==> src/rtl/pipeline_pkg.sv <==
// rtl/pipeline_pkg.sv - shared pipeline constants, widths and mem_stage state encoding
// Contents: ALU opcode constants, data/register-index widths, mem_stage FSM
// state type, memory-access timeout limit.
package pipeline_pkg;

    localparam int DATA_W = 16;
    localparam int REG_W  = 3;

    localparam logic [1:0] ALU_OP_AND = 2'd0;
    localparam logic [1:0] ALU_OP_ADD = 2'd1;
    localparam logic [1:0] ALU_OP_SUB = 2'd2;

    typedef enum logic {
        ST_IDLE   = 1'b0,
        ST_ACCESS = 1'b1
    } mem_state_t;

    localparam int MEM_TIMEOUT_LIMIT = 16;
    localparam int MEM_TIMEOUT_W     = 5;

endpackage

==> src/rtl/mem_timeout_ctr.sv <==
// rtl/mem_timeout_ctr.sv - counts memory-access cycles without acknowledge
// Ports:
//   clk, reset  - clock, synchronous active-high reset
//   active      - the stage is waiting on memory this cycle
//   ack         - memory acknowledged this cycle
//   expired     - this is the LIMIT-th consecutive unacknowledged access cycle
module mem_timeout_ctr
    import pipeline_pkg::*;
(
    input  logic clk,
    input  logic reset,
    input  logic active,
    input  logic ack,
    output logic expired
);

    logic [MEM_TIMEOUT_W-1:0] cnt;

    // cnt holds the number of unacknowledged access cycles already elapsed,
    // so the current cycle is the LIMIT-th one when cnt == LIMIT-1.
    assign expired = active && !ack &&
                     (cnt == MEM_TIMEOUT_W'(MEM_TIMEOUT_LIMIT - 1));

    always_ff @(posedge clk) begin
        if (reset) begin
            cnt <= '0;
        end else if (!active || ack || expired) begin
            cnt <= '0;
        end else begin
            cnt <= cnt + MEM_TIMEOUT_W'(1);
        end
    end

endmodule

==> src/rtl/mem_stage.sv <==
// rtl/mem_stage.sv - pipeline memory stage: passes ALU results, performs loads/stores
// Ports:
//   clk, reset                       - clock, synchronous active-high reset
//   in_valid, alu_result, store_data - execute-stage result
//   mem_read, mem_write, rd, reg_write, flush
//   mem_req, mem_we, mem_addr, mem_wdata, mem_rdata, mem_ack - memory port
//   stall                            - upstream must hold while high
//   wb_valid, wb_reg_write, wb_rd, wb_data - writeback result
//   mem_err                          - sticky timeout flag (MEM_STAGE_TIMEOUT_EN only)
// Optional feature: define MEM_STAGE_TIMEOUT_EN to abort accesses that
// receive no mem_ack within MEM_TIMEOUT_LIMIT cycles.
module mem_stage
    import pipeline_pkg::*;
(
    input  logic              clk,
    input  logic              reset,
    input  logic              in_valid,
    input  logic [DATA_W-1:0] alu_result,
    input  logic [DATA_W-1:0] store_data,
    input  logic              mem_read,
    input  logic              mem_write,
    input  logic [REG_W-1:0]  rd,
    input  logic              reg_write,
    input  logic              flush,
    output logic              mem_req,
    output logic              mem_we,
    output logic [DATA_W-1:0] mem_addr,
    output logic [DATA_W-1:0] mem_wdata,
    input  logic [DATA_W-1:0] mem_rdata,
    input  logic              mem_ack,
    output logic              stall,
    output logic              wb_valid,
    output logic              wb_reg_write,
    output logic [REG_W-1:0]  wb_rd,
    output logic [DATA_W-1:0] wb_data
`ifdef MEM_STAGE_TIMEOUT_EN
    ,
    output logic              mem_err
`endif
);

    mem_state_t state, state_next;

    logic             lat_load;
    logic             lat_reg_write;
    logic [REG_W-1:0] lat_rd;

    logic accept_alu;
    logic accept_mem;
    logic retire_mem;
    logic timeout_hit;

`ifdef MEM_STAGE_TIMEOUT_EN
    mem_timeout_ctr u_timeout (
        .clk     (clk),
        .reset   (reset),
        .active  (state == ST_ACCESS),
        .ack     (mem_ack),
        .expired (timeout_hit)
    );
`else
    assign timeout_hit = 1'b0;
`endif

    always_ff @(posedge clk) begin
        if (reset) begin
            state <= ST_IDLE;
        end else begin
            state <= state_next;
        end
    end

    always_comb begin
        state_next = state;
        accept_alu = 1'b0;
        accept_mem = 1'b0;
        retire_mem = 1'b0;
        case (state)
            ST_IDLE: begin
                if (in_valid && !flush) begin
                    if (mem_read || mem_write) begin
                        accept_mem = 1'b1;
                        state_next = ST_ACCESS;
                    end else begin
                        accept_alu = 1'b1;
                    end
                end
            end
            ST_ACCESS: begin
                // flush is deliberately ignored here: the access must complete.
                if (mem_ack) begin
                    retire_mem = 1'b1;
                    state_next = ST_IDLE;
                end else if (timeout_hit) begin
                    state_next = ST_IDLE;
                end
            end
            default: state_next = ST_IDLE;
        endcase
    end

    assign stall   = (state == ST_ACCESS);
    assign mem_req = (state == ST_ACCESS);
    assign mem_we  = (state == ST_ACCESS) && !lat_load;

    always_ff @(posedge clk) begin
        if (reset) begin
            wb_valid      <= 1'b0;
            wb_reg_write  <= 1'b0;
            wb_rd         <= '0;
            wb_data       <= '0;
            mem_addr      <= '0;
            mem_wdata     <= '0;
            lat_load      <= 1'b0;
            lat_reg_write <= 1'b0;
            lat_rd        <= '0;
        end else begin
            wb_valid <= 1'b0;
            if (accept_alu) begin
                wb_valid     <= 1'b1;
                wb_data      <= alu_result;
                wb_rd        <= rd;
                wb_reg_write <= reg_write;
            end
            if (accept_mem) begin
                mem_addr      <= alu_result;
                mem_wdata     <= store_data;
                lat_rd        <= rd;
                lat_reg_write <= reg_write;
                // Both flags set resolves to a load.
                lat_load      <= mem_read;
            end
            if (retire_mem) begin
                wb_valid <= 1'b1;
                wb_rd    <= lat_rd;
                if (lat_load) begin
                    wb_data      <= mem_rdata;
                    wb_reg_write <= lat_reg_write;
                end else begin
                    wb_reg_write <= 1'b0;
                end
            end else if (timeout_hit) begin
                wb_valid     <= 1'b1;
                wb_rd        <= lat_rd;
                wb_reg_write <= 1'b0;
            end
        end
    end

`ifdef MEM_STAGE_TIMEOUT_EN
    always_ff @(posedge clk) begin
        if (reset) begin
            mem_err <= 1'b0;
        end else if (timeout_hit) begin
            mem_err <= 1'b1;
        end
    end
`endif

endmodule

==> config.mk <==
export PLATFORM = sky130hd
export DESIGN_NAME = mem_stage
export DESIGN_NICKNAME = d
export VERILOG_FILES = /design/src/rtl/pipeline_pkg.sv /design/src/rtl/mem_timeout_ctr.sv /design/src/rtl/mem_stage.sv
export SDC_FILE = /design/constraint.sdc
export NUM_CORES = 1
export LEC_CHECK = 0
export ABC_AREA = 0
export CORE_ASPECT_RATIO = 2
export CORE_MARGIN = 4
export CORE_UTILIZATION = 40
export CTS_CLUSTER_SIZE = 10
export DETAILED_ROUTE_END_ITERATION = 7
export GPL_TIMING_DRIVEN = 0
export HOLD_SLACK_MARGIN = 0.05
export PLACE_DENSITY = 0.78
export SLEW_MARGIN = 25
export SYNTH_ARGS = -nofsm -noshare
export SYNTH_HDL_FRONTEND = slang
export SYNTH_SLANG_ARGS = --single-unit
==> constraint.sdc <==
create_clock -name clk -period 3.2 [get_ports clk]
set_input_delay 0.32 -clock clk [delete_from_list [all_inputs] [get_ports clk]]
set_output_delay 0.32 -clock clk [all_outputs]
set_load 0.005 [all_outputs]
==> impl_metrics.py, run 1 <==
metrics = {
    "outcome": {
        "outcome": "complete, no violations",
    },
    "placed_design": {
        "numPortBuffers": 113,
        "hpwl_um": 6435,
        "dpl-instance-area_um2": 3660,
        "gp_congestion": 0.8542,
    },
    "logic_synthesis": {
        "yosysWarnings": 0,
        "ys.flop_type": "dfxtp_1",
        "synth-seq-cells": 59,
        "synth_edf_count": 0,
        "synth_top_area_share_pct": 48.21,
        "postSynthCellCount": 298,
        "syn_area_um2": 2450,
        "synth_nets": 357,
        "yosysTopAreaCell": "dfxtp_1",
        "yosysMostFrequentCell": "dfxtp_1",
        "synthTopCellsByArea": "dfxtp_1 (48%), nand3_1 (12%), a21oi_1 (8.2%), a311oi_1 (7.2%), o21ai_1 (6.1%)",
        "netlist_top_cells_count": "dfxtp_1 (59), nand3_1 (57), a21oi_1 (40)",
        "synth_cell_types": 19,
        "postSynthAreaPerCell_um2": 8.221,
        "seq_area_frac_synth_pct": 48.21,
        "async_flop_share_pct": 0,
    },
    "die": {
        "pin_count": 115,
        "core_area_um2": 6006,
        "initial_utilization_pct": 40.79,
        "num_rows": 40,
        "die_area_um2": 7517,
        "fp.dieH_um": 118.7,
        "chipWidth_um": 63.34,
    },
    "cells_and_area": {
        "drive_above_1_share_pct": 7.026,
        "num-nets-final": 481,
        "area_growth_pct": 61.34,
        "fill_cells": 530,
        "n_antenna_cell": 0,
        "fin_area_um2": 3953,
    },
    "cts": {
        "path_clk_slew_ns": 0.05,
        "cts_resized": 0,
        "htree_levels": 3,
        "cts_tree": "built",
        "clk_latency_ns": 0.32,
        "cts_buffers": 9,
        "root_buffer": "clkbuf_16",
        "post-cts-setup-buffers": 0,
        "cts.sinks": 59,
        "hold_buffers": 0,
        "clk_path_buf_depth": 2,
    },
    "critical_path": {
        "start_kind": "flop",
        "crit_slowest_cell": "clkdlybuf4s50_1",
        "crit_required_ns": 2.88,
        "worst-setup-path-type": "reg2out",
        "cp_data_arrival_time_ns": 1.44,
        "r2r-start": "mem_req",
        "reg2regPathDepth": 4,
        "timing.rr.end": "mem_wdata[1]",
        "cp_cell_sequence": "nor2b_1, clkdlybuf4s50_1",
        "crit_path_end_kind": "output pin",
        "cp-startpoint": "mem_req",
        "cp_max_fo": 8,
        "reg2reg_setup_slack_ns": 1.62,
        "crit_path_max_incr_delay_ns": 0.51,
    },
    "global_route": {
        "grt_pass1_vias": 2839,
        "grt_start_max_net_pins": 11,
        "grt_antenna_before_repair": 0,
        "grt_pass1_wl_um": 13480,
        "gr-total-overflow": 0,
        "grt_util_all_layers_pct": 22.87,
    },
    "routing": {
        "drt_iter0_markers": 102,
        "route.final.wire_length_um": 8542,
        "drc": 0,
        "wl_met1_um": 3056,
        "wl_per_cell_um": 17.43,
        "wl_met2_um": 4454,
        "wl_met3_um": 568,
        "route.antenna.remaining_nets": 0,
        "first_pass_iters": 5,
        "top_layer_used": "met4",
        "avgViaCountPerCell": 5.649,
        "vias": 2768,
    },
    "sta": {
        "clock-skew-final_ns": 0.003995,
        "finalMaxSlewViolations": 0,
        "tns_ns": 0,
        "slew_headroom_pct": 66.53,
        "setup_viol_count_final": 0,
        "finalCriticalPeriod_ns": 1.760,
        "rsz0062_at_grt": "false",
        "finalHoldViolations": 0,
        "finalCritPeriodShare_pct": 54.99,
        "fmax_ghz": 0.5683,
        "worst_pin_slew_ns": 0.5021,
    },
    "pwr": {
        "p_per_area_nw_per_um2": 496.1,
        "power_leakage_nw": 1.357,
        "ir_drop_v": 0.0003794,
        "power.total_mw": 1.961,
    },
    "worst_hold_path": {
        "hold_class": "reg2reg",
        "hold_path.startpoint": "mem_wdata[11]",
        "hold_end": "mem_wdata[11]",
        "hold_depth": 2,
    },
    "run": {
        "maxCapViolCount": 0,
    },
}
## layer usage
layer,track usage [%],vias to the layer above
li1,-,1341
met1,22.40,1267
met2,40.67,122
met3,7.034,38
met4,13.94,0
met5,0,-
## cell families after synthesis
family | share of synthesized area (%)
compound gates | 26.97
buf+inv | 7.865
flops | 48.21
simple gates | 16.96
## area by class of cell
type / count / area, um^2 / share of cell area (%)
well taps: 63 / 78.83 / 1.994
multi-input cells: 203 / 1076 / 27.22
clock buffers: 15 / 287.8 / 7.281
plain buffers: 35 / 188.9 / 4.780
repair buffers: 113 / 1131 / 28.62
clock inverters: 1 / 5.005 / 0.1266
flip-flops and latches: 59 / 1181 / 29.88
inverters: 1 / 3.754 / 0.09497
## through the flow
stage	util [%]	cells	setup WS (ns)	hold slack, ns
6_report	65.81	490	1.440	0.4726
5_1_grt	65.81	490	1.387	0.4922
4_1_cts	65.81	490	1.424	0.4751
3_5_place_dp	60.94	474	1.243	0.4683
3_3_place_gp	60.94	474	1.274	0.4601
2_1_floorplan	-	298	1.858	0.4591
## registers in the layout (all words and copies together), names as in the netlist
name	flops
wb_data	16
mem_addr	16
lat_rd	3
lat_reg_write	1
wb_valid	1
lat_load	1
mem_wdata	16
wb_rd	3
wb_reg_write	1
mem_req	1
## critical path, delay by kind of cell, from the launching register on
| kind | cells | cell delay, ns |
|---|---|---|
| AND/OR/NAND/NOR | 1 | 0.16 |
| flip-flops | 1 | 0.45 |
| buffers and inverters | 1 | 0.51 |
## report_power, final
part | switching (mW) | leakage [nW] | internal (mW)
combinational | 0.119 | 0.731 | 0.147
clock | 0.308 | 0.146 | 0.606
sequential | 0.0159 | 0.480 | 0.766
total | 0.442 | 1.36 | 1.52
## layout by cell type (no fill, tap or decap)
cell / n
a21oi_1: 40
a311oi_1: 20
buf_1: 1
buf_2: 2
buf_4: 6
buf_6: 4
clkbuf_1: 22
clkbuf_16: 9
clkbuf_2: 2
clkbuf_8: 4
clkdlybuf4s50_1: 113
clkinv_2: 1
dfxtp_1: 59
inv_1: 1
nand2_1: 3
nand3_1: 57
nor2_1: 21
nor2b_1: 2
nor3b_2: 1
o21ai_0: 27
o21ai_1: 30
or2_2: 1
or3b_1: 1
## worst max path at each step
stage	endpoint	slack, ns	depth (start not counted)
2_1_floorplan	mem_wdata[0]	1.86	5
3_3_place_gp	mem_wdata[15]	1.27	5
3_5_place_dp	wb_data[9]	1.24	6
4_1_cts	mem_we	1.42	2
5_1_grt	mem_we	1.39	2
6_report	mem_we	1.44	2
Power figures use the tool's default switching activity.
==> run 2: changes to the inputs <==
--- a/config.mk
+++ b/config.mk
@@ -8,12 +8,12 @@
 export ABC_AREA = 0
 export CORE_ASPECT_RATIO = 2
 export CORE_MARGIN = 4
-export CORE_UTILIZATION = 40
+export CORE_UTILIZATION = 37
 export CTS_CLUSTER_SIZE = 10
 export DETAILED_ROUTE_END_ITERATION = 7
 export GPL_TIMING_DRIVEN = 0
 export HOLD_SLACK_MARGIN = 0.05
-export PLACE_DENSITY = 0.78
+export PLACE_DENSITY = 0.76
 export SLEW_MARGIN = 25
 export SYNTH_ARGS = -nofsm -noshare
 export SYNTH_HDL_FRONTEND = slang
==> constraint.sdc (replaced) <==
create_clock -name clk -period 1.5 [get_ports clk]
set_input_delay 0.15 -clock clk [delete_from_list [all_inputs] [get_ports clk]]
set_output_delay 0.15 -clock clk [all_outputs]
set_load 0.005 [all_outputs]
==> run 2 against run 1 <==
  * Global-route usage decreased by 0.74 points
  * Die area increased by 7.3%
  * Wire length increased by 3.1%
  * Largest cell class unchanged
==> impl_metrics.py, run 2 (synthesis gave the netlist of run 1 again) <==
metrics = {
    "outcome": {
        "outcome": "complete, no violations",
    },
    "routing": {
        "drc": 0,
        "vias": 2773,
        "avgViaCountPerCell": 5.405,
        "wl_per_cell_um": 17.17,
        "route.antenna.remaining_nets": 0,
        "drt_iter0_markers": 145,
        "first_pass_iters": 4,
        "route.final.wire_length_um": 8806,
    },
    "critical_path": {
        "cp_cell_sequence": "or3b_4, buf_6, buf_6, o21ai_1, a21oi_1",
        "crit_required_ns": 1.69,
        "worst-setup-path-type": "reg2reg",
        "crit_path_max_incr_delay_ns": 0.39,
        "cp_max_fo": 10,
        "crit_buf_inv": 2,
        "cp_common_cell": "buf_6",
        "start_kind": "flop",
        "crit_family": "simple AND/OR/NAND/NOR gates",
        "crit_path_end_kind": "flop",
        "crit_slowest_cell": "or3b_4",
        "cp_data_arrival_time_ns": 1.62,
    },
    "die": {
        "fp.dieH_um": 123.1,
        "chipWidth_um": 65.54,
        "num_rows": 41,
        "pin_count": 115,
        "die_area_um2": 8066,
        "initial_utilization_pct": 38.51,
        "core_area_um2": 6361,
    },
    "sta": {
        "clock-skew-final_ns": 0.003888,
        "finalCriticalPeriod_ns": 1.430,
        "timing.final.ws_setup_ns": 0.07016,
        "fmax_ghz": 0.6994,
        "whs_ns": 0.3805,
        "finalMaxSlewViolations": 0,
        "slew_headroom_pct": 64.37,
        "worst_pin_slew_ns": 0.5344,
        "finalCritPeriodShare_pct": 95.32,
        "tns_ns": 0,
        "rsz0062_at_grt": "false",
        "setup_viol_count_final": 0,
        "finalHoldViolations": 0,
    },
    "placed_design": {
        "numPortBuffers": 113,
        "dpl-instance-area_um2": 3689,
        "gp_congestion": 0.8065,
        "dp_worst_setup_slack_ns": -0.2885,
        "hpwl_um": 6569,
    },
    "global_route": {
        "gr-total-overflow": 0,
        "grt_pass1_wl_um": 13660,
        "grt_start_max_net_pins": 11,
        "grt_antenna_before_repair": 0,
        "grt_pass1_vias": 2841,
        "grt_util_all_layers_pct": 22.13,
    },
    "cts": {
        "path_clk_slew_ns": 0.05,
        "htree_levels": 3,
        "post-cts-setup-buffers": 0,
        "clk_latency_ns": 0.32,
        "cts.sinks": 59,
        "root_buffer": "clkbuf_16",
        "clk_path_buf_depth": 2,
        "cts_tree": "built",
        "cts_buffers": 9,
        "hold_buffers": 0,
    },
    "cells_and_area": {
        "fin_area_um2": 4050,
        "num-nets-final": 481,
        "fill_cells": 572,
        "drive_above_1_share_pct": 10.54,
        "layout_common_cells": "clkdlybuf4s50_1 (111), dfxtp_1 (58), nand3_1 (57)",
        "reg_top3": "mem_addr (16), mem_wdata (16), wb_data (16)",
        "area_growth_pct": 65.32,
        "layout_commonest_cell": "clkdlybuf4s50_1",
        "n_antenna_cell": 0,
    },
    "pwr": {
        "p_per_area_nw_per_um2": 1106,
        "ir_drop_v": 0.0007373,
        "power_leakage_nw": 1.405,
    },
    "worst_hold_path": {
        "hold_class": "in2reg",
    },
    "run": {
        "maxCapViolCount": 0,
    },
}
[run 2: per-stage QoR]
stage	total power [mW]	utilization (%)	instances
after floorplan	1.907	-	298
after global placement	2.255	57.99	497
after detailed placement	2.261	57.99	497
after CTS	4.481	63.34	513
after global routing	4.601	63.67	513
final	4.480	63.67	513
[run 2: what timing repair did]
item	CTS	global route
resized for setup	5	22
pin swaps	0	0
endpoints found under the setup margin	37	48
[run 2: cell type report]
class	instances	area, um^2	share of cell area, %
multi-input cells	203	1095	27.03
flip-flops and latches	59	1185	29.26
clock buffers	12	256.5	6.333
plain buffers	35	202.7	5.005
clock inverters	4	72.57	1.792
repair buffers	113	1127	27.83
well taps	86	107.6	2.657
inverters	1	3.754	0.09268
[run 2: worst paths after layout]
| path | start | endpoint | slack, ns | cells past startpoint |
|---|---|---|---|---|
| worst max register to register | mem_req | mem_addr[2] | 0.07 | 5 |
| worst max-delay path | mem_req | mem_addr[2] | 0.07 | 5 |
| worst min-delay path | reset | mem_req | 0.38 | 3 |
| worst min register to register | mem_wdata[14] | mem_wdata[14] | 0.48 | 2 |
[run 2: worst reg2reg max path: stages, from the launching register on]
cell and delay, ns:
dfxtp_4 0.37, or3b_4 0.39, buf_6 0.16, buf_6 0.15
o21ai_1 0.15, a21oi_1 0.08
[run 2: where the power goes]
group,total [mW],internal (mW),leakage (nW),switching (mW)
clock,2.24,1.54,0.159,0.696
combinational,0.579,0.320,0.766,0.259
sequential,1.67,1.63,0.480,0.0343
total,4.48,3.49,1.41,0.989
[run 2: per-layer routing]
metal	up-vias	wire, um	global-route usage [%]
li1	1337	-	-
met1	1281	3136	22.72
met2	129	4619	39.68
met3	26	651	5.364
met4	0	399	12.99
met5	-	0	0
==> run 3: changes to the inputs <==
--- a/config.mk
+++ b/config.mk
@@ -13,8 +13,8 @@
 export DETAILED_ROUTE_END_ITERATION = 7
 export GPL_TIMING_DRIVEN = 0
 export HOLD_SLACK_MARGIN = 0.05
-export PLACE_DENSITY = 0.76
-export SLEW_MARGIN = 25
+export PLACE_DENSITY_LB_ADDON = 0.12
+export RECOVER_POWER = 50
 export SYNTH_ARGS = -nofsm -noshare
 export SYNTH_HDL_FRONTEND = slang
 export SYNTH_SLANG_ARGS = --single-unit
==> run 3 against run 2 <==
  * Core utilization down 1.1 points
  * Wire length down 0.59%
  * Die area unchanged
  * Critical path depth down 1
  * First-iteration DRC count up 28%
  * Cell count down 0.19%
  * Maximum frequency up 0.23%
  * Worst setup slack better by 0.0033 ns
==> impl_metrics.py, run 3 (synthesis gave the netlist of run 1 again) <==
metrics = {
    "sta": {
        "finalHoldViolations": 0,
        "clock-skew-final_ns": 0.004247,
        "finalCritPeriodShare_pct": 95.10,
        "whs_ns": 0.3799,
        "timing.final.ws_setup_ns": 0.07349,
        "slew_headroom_pct": 66.41,
        "finalCriticalPeriod_ns": 1.427,
        "setup_viol_count_final": 0,
        "rsz0062_at_grt": "true",
        "finalMaxSlewViolations": 0,
        "tns_ns": 0,
        "worst_pin_slew_ns": 0.5039,
        "fmax_ghz": 0.7010,
    },
    "cells_and_area": {
        "fill_cells": 625,
        "regArea_um2": 1185,
        "multi_input_area_um2": 1092,
        "num-nets-final": 481,
        "n_antenna_cell": 0,
        "drive_above_1_share_pct": 9.859,
        "reg_top3": "mem_addr (16), mem_wdata (16), wb_data (16)",
        "finalNonFillerCells": 512,
        "layout_commonest_cell": "clkdlybuf4s50_1",
        "layout_common_cells": "clkdlybuf4s50_1 (111), dfxtp_1 (58), nand3_1 (57)",
        "area_growth_pct": 62.41,
    },
    "cts": {
        "root_buffer": "clkbuf_16",
        "hold_buffers": 0,
        "cts.sinks": 59,
        "post-cts-setup-buffers": 0,
        "cts_tree": "built",
        "clk_latency_ns": 0.33,
        "clk_path_buf_depth": 2,
        "cts_resized": 3,
        "cts_buffers": 9,
        "path_clk_slew_ns": 0.05,
        "htree_levels": 3,
    },
    "placed_design": {
        "dp_worst_setup_slack_ns": -0.2676,
        "hpwl_um": 6676,
        "dp.cells": 497,
        "numPortBuffers": 113,
        "gp_congestion": 0.8617,
    },
    "run": {
        "maxCapViolCount": 0,
    },
    "die": {
        "core_area_um2": 6361,
        "die_area_um2": 8066,
        "num_rows": 41,
        "chipWidth_um": 65.54,
        "fp.dieH_um": 123.1,
        "pin_count": 115,
        "initial_utilization_pct": 38.51,
    },
    "pwr": {
        "switchingPower_uw": 969.2,
        "ir_drop_v": 0.0006515,
        "swShare_pct": 23.87,
        "p_clk_share_pct": 44.9,
        "power_leakage_nw": 1.375,
        "power.total_mw": 4.061,
        "p_per_area_nw_per_um2": 1021,
        "p_int_mw": 3.092,
        "p_seq_share_pct": 41.0,
        "comb_power_share_pct": 14.1,
    },
    "critical_path": {
        "r2r-start": "mem_req",
        "crit_family": "simple AND/OR/NAND/NOR gates",
        "worst-setup-path-type": "reg2reg",
        "crit_path_end_kind": "flop",
        "crit_required_ns": 1.68,
        "cp_max_fo": 10,
        "cp-startpoint": "mem_req",
        "cp_data_arrival_time_ns": 1.61,
        "crit_path_max_incr_delay_ns": 0.39,
        "crit_buf_inv": 1,
        "start_kind": "flop",
        "cp_cell_sequence": "or3b_4, clkbuf_2, o21ai_0, a311oi_1",
        "crit_slowest_cell": "or3b_4",
    },
    "routing": {
        "drc": 0,
        "vias": 2759,
        "route.final.wire_length_um": 8754,
        "drt_iter0_markers": 186,
        "wl_per_cell_um": 17.10,
        "first_pass_iters": 4,
        "avgViaCountPerCell": 5.389,
        "route.antenna.remaining_nets": 0,
    },
    "global_route": {
        "grt_start_max_net_pins": 11,
        "grt_util_all_layers_pct": 22.49,
        "grt_pass1_wl_um": 13500,
        "grt_antenna_before_repair": 0,
        "grt_pass1_vias": 2734,
        "gr-total-overflow": 0,
    },
    "worst_hold_path": {
        "hold_class": "in2reg",
        "hold_path.startpoint": "reset",
    },
    "outcome": {
        "outcome": "complete, no violations",
    },
}
run 3: changes by cell type in the layout (fill, tap and decap cells not counted), sizes merged:
cell      before  now
clkinv         1    3
clkinvlp       1    0
bufinv         2    0
run 3: per-stage QoR:
step           util, %  cell area (um^2)
6_report         62.55              3979
5_1_grt          62.55              3979
4_1_cts          62.14              3953
3_5_place_dp     57.99              3689
3_3_place_gp     57.99              3689
2_1_floorplan        -              2450
run 3: final timing paths:
check | endpoint | slack (ns) | cells past startpoint
worst min register to register | mem_addr[3] | 0.47 | 2
worst min-delay path | mem_addr[6] | 0.38 | 3
worst max register to register | wb_data[6] | 0.07 | 4
worst max-delay path | wb_data[6] | 0.07 | 4
run 3: cell type report:
cell class / count / area share, %
Tap cell: 86 / 2.704
Multi-Input combinational cell: 203 / 27.45
Sequential cell: 59 / 29.78
Buffer: 35 / 5.063
Timing Repair Buffer: 113 / 28.33
Clock buffer: 12 / 6.195
Inverter: 1 / 0.09434
Clock inverter: 3 / 0.3774
run 3: power groups by stage:
| stage | sequential, mW | combinational [mW] | clock, mW |
|---|---|---|---|
| after floorplan | 1.70 | 0.211 | 0 |
| after global placement | 1.69 | 0.560 | 0 |
| after detailed placement | 1.70 | 0.564 | 0 |
| after CTS | 1.66 | 0.568 | 1.85 |
| after global routing | 1.67 | 0.617 | 1.92 |
| final | 1.67 | 0.572 | 1.82 |
run 3: routing by layer:
metal,global-route usage [%],routed length (um)
met1,22.69,3142
met5,0,0
met2,40.51,4655
met4,11.30,274
met3,7.182,682
run 3: worst reg2reg max path: stages, from the launching register on:
cell and delay, ns:
dfxtp_4 0.37, or3b_4 0.39, clkbuf_2 0.20, o21ai_0 0.21, a311oi_1 0.11
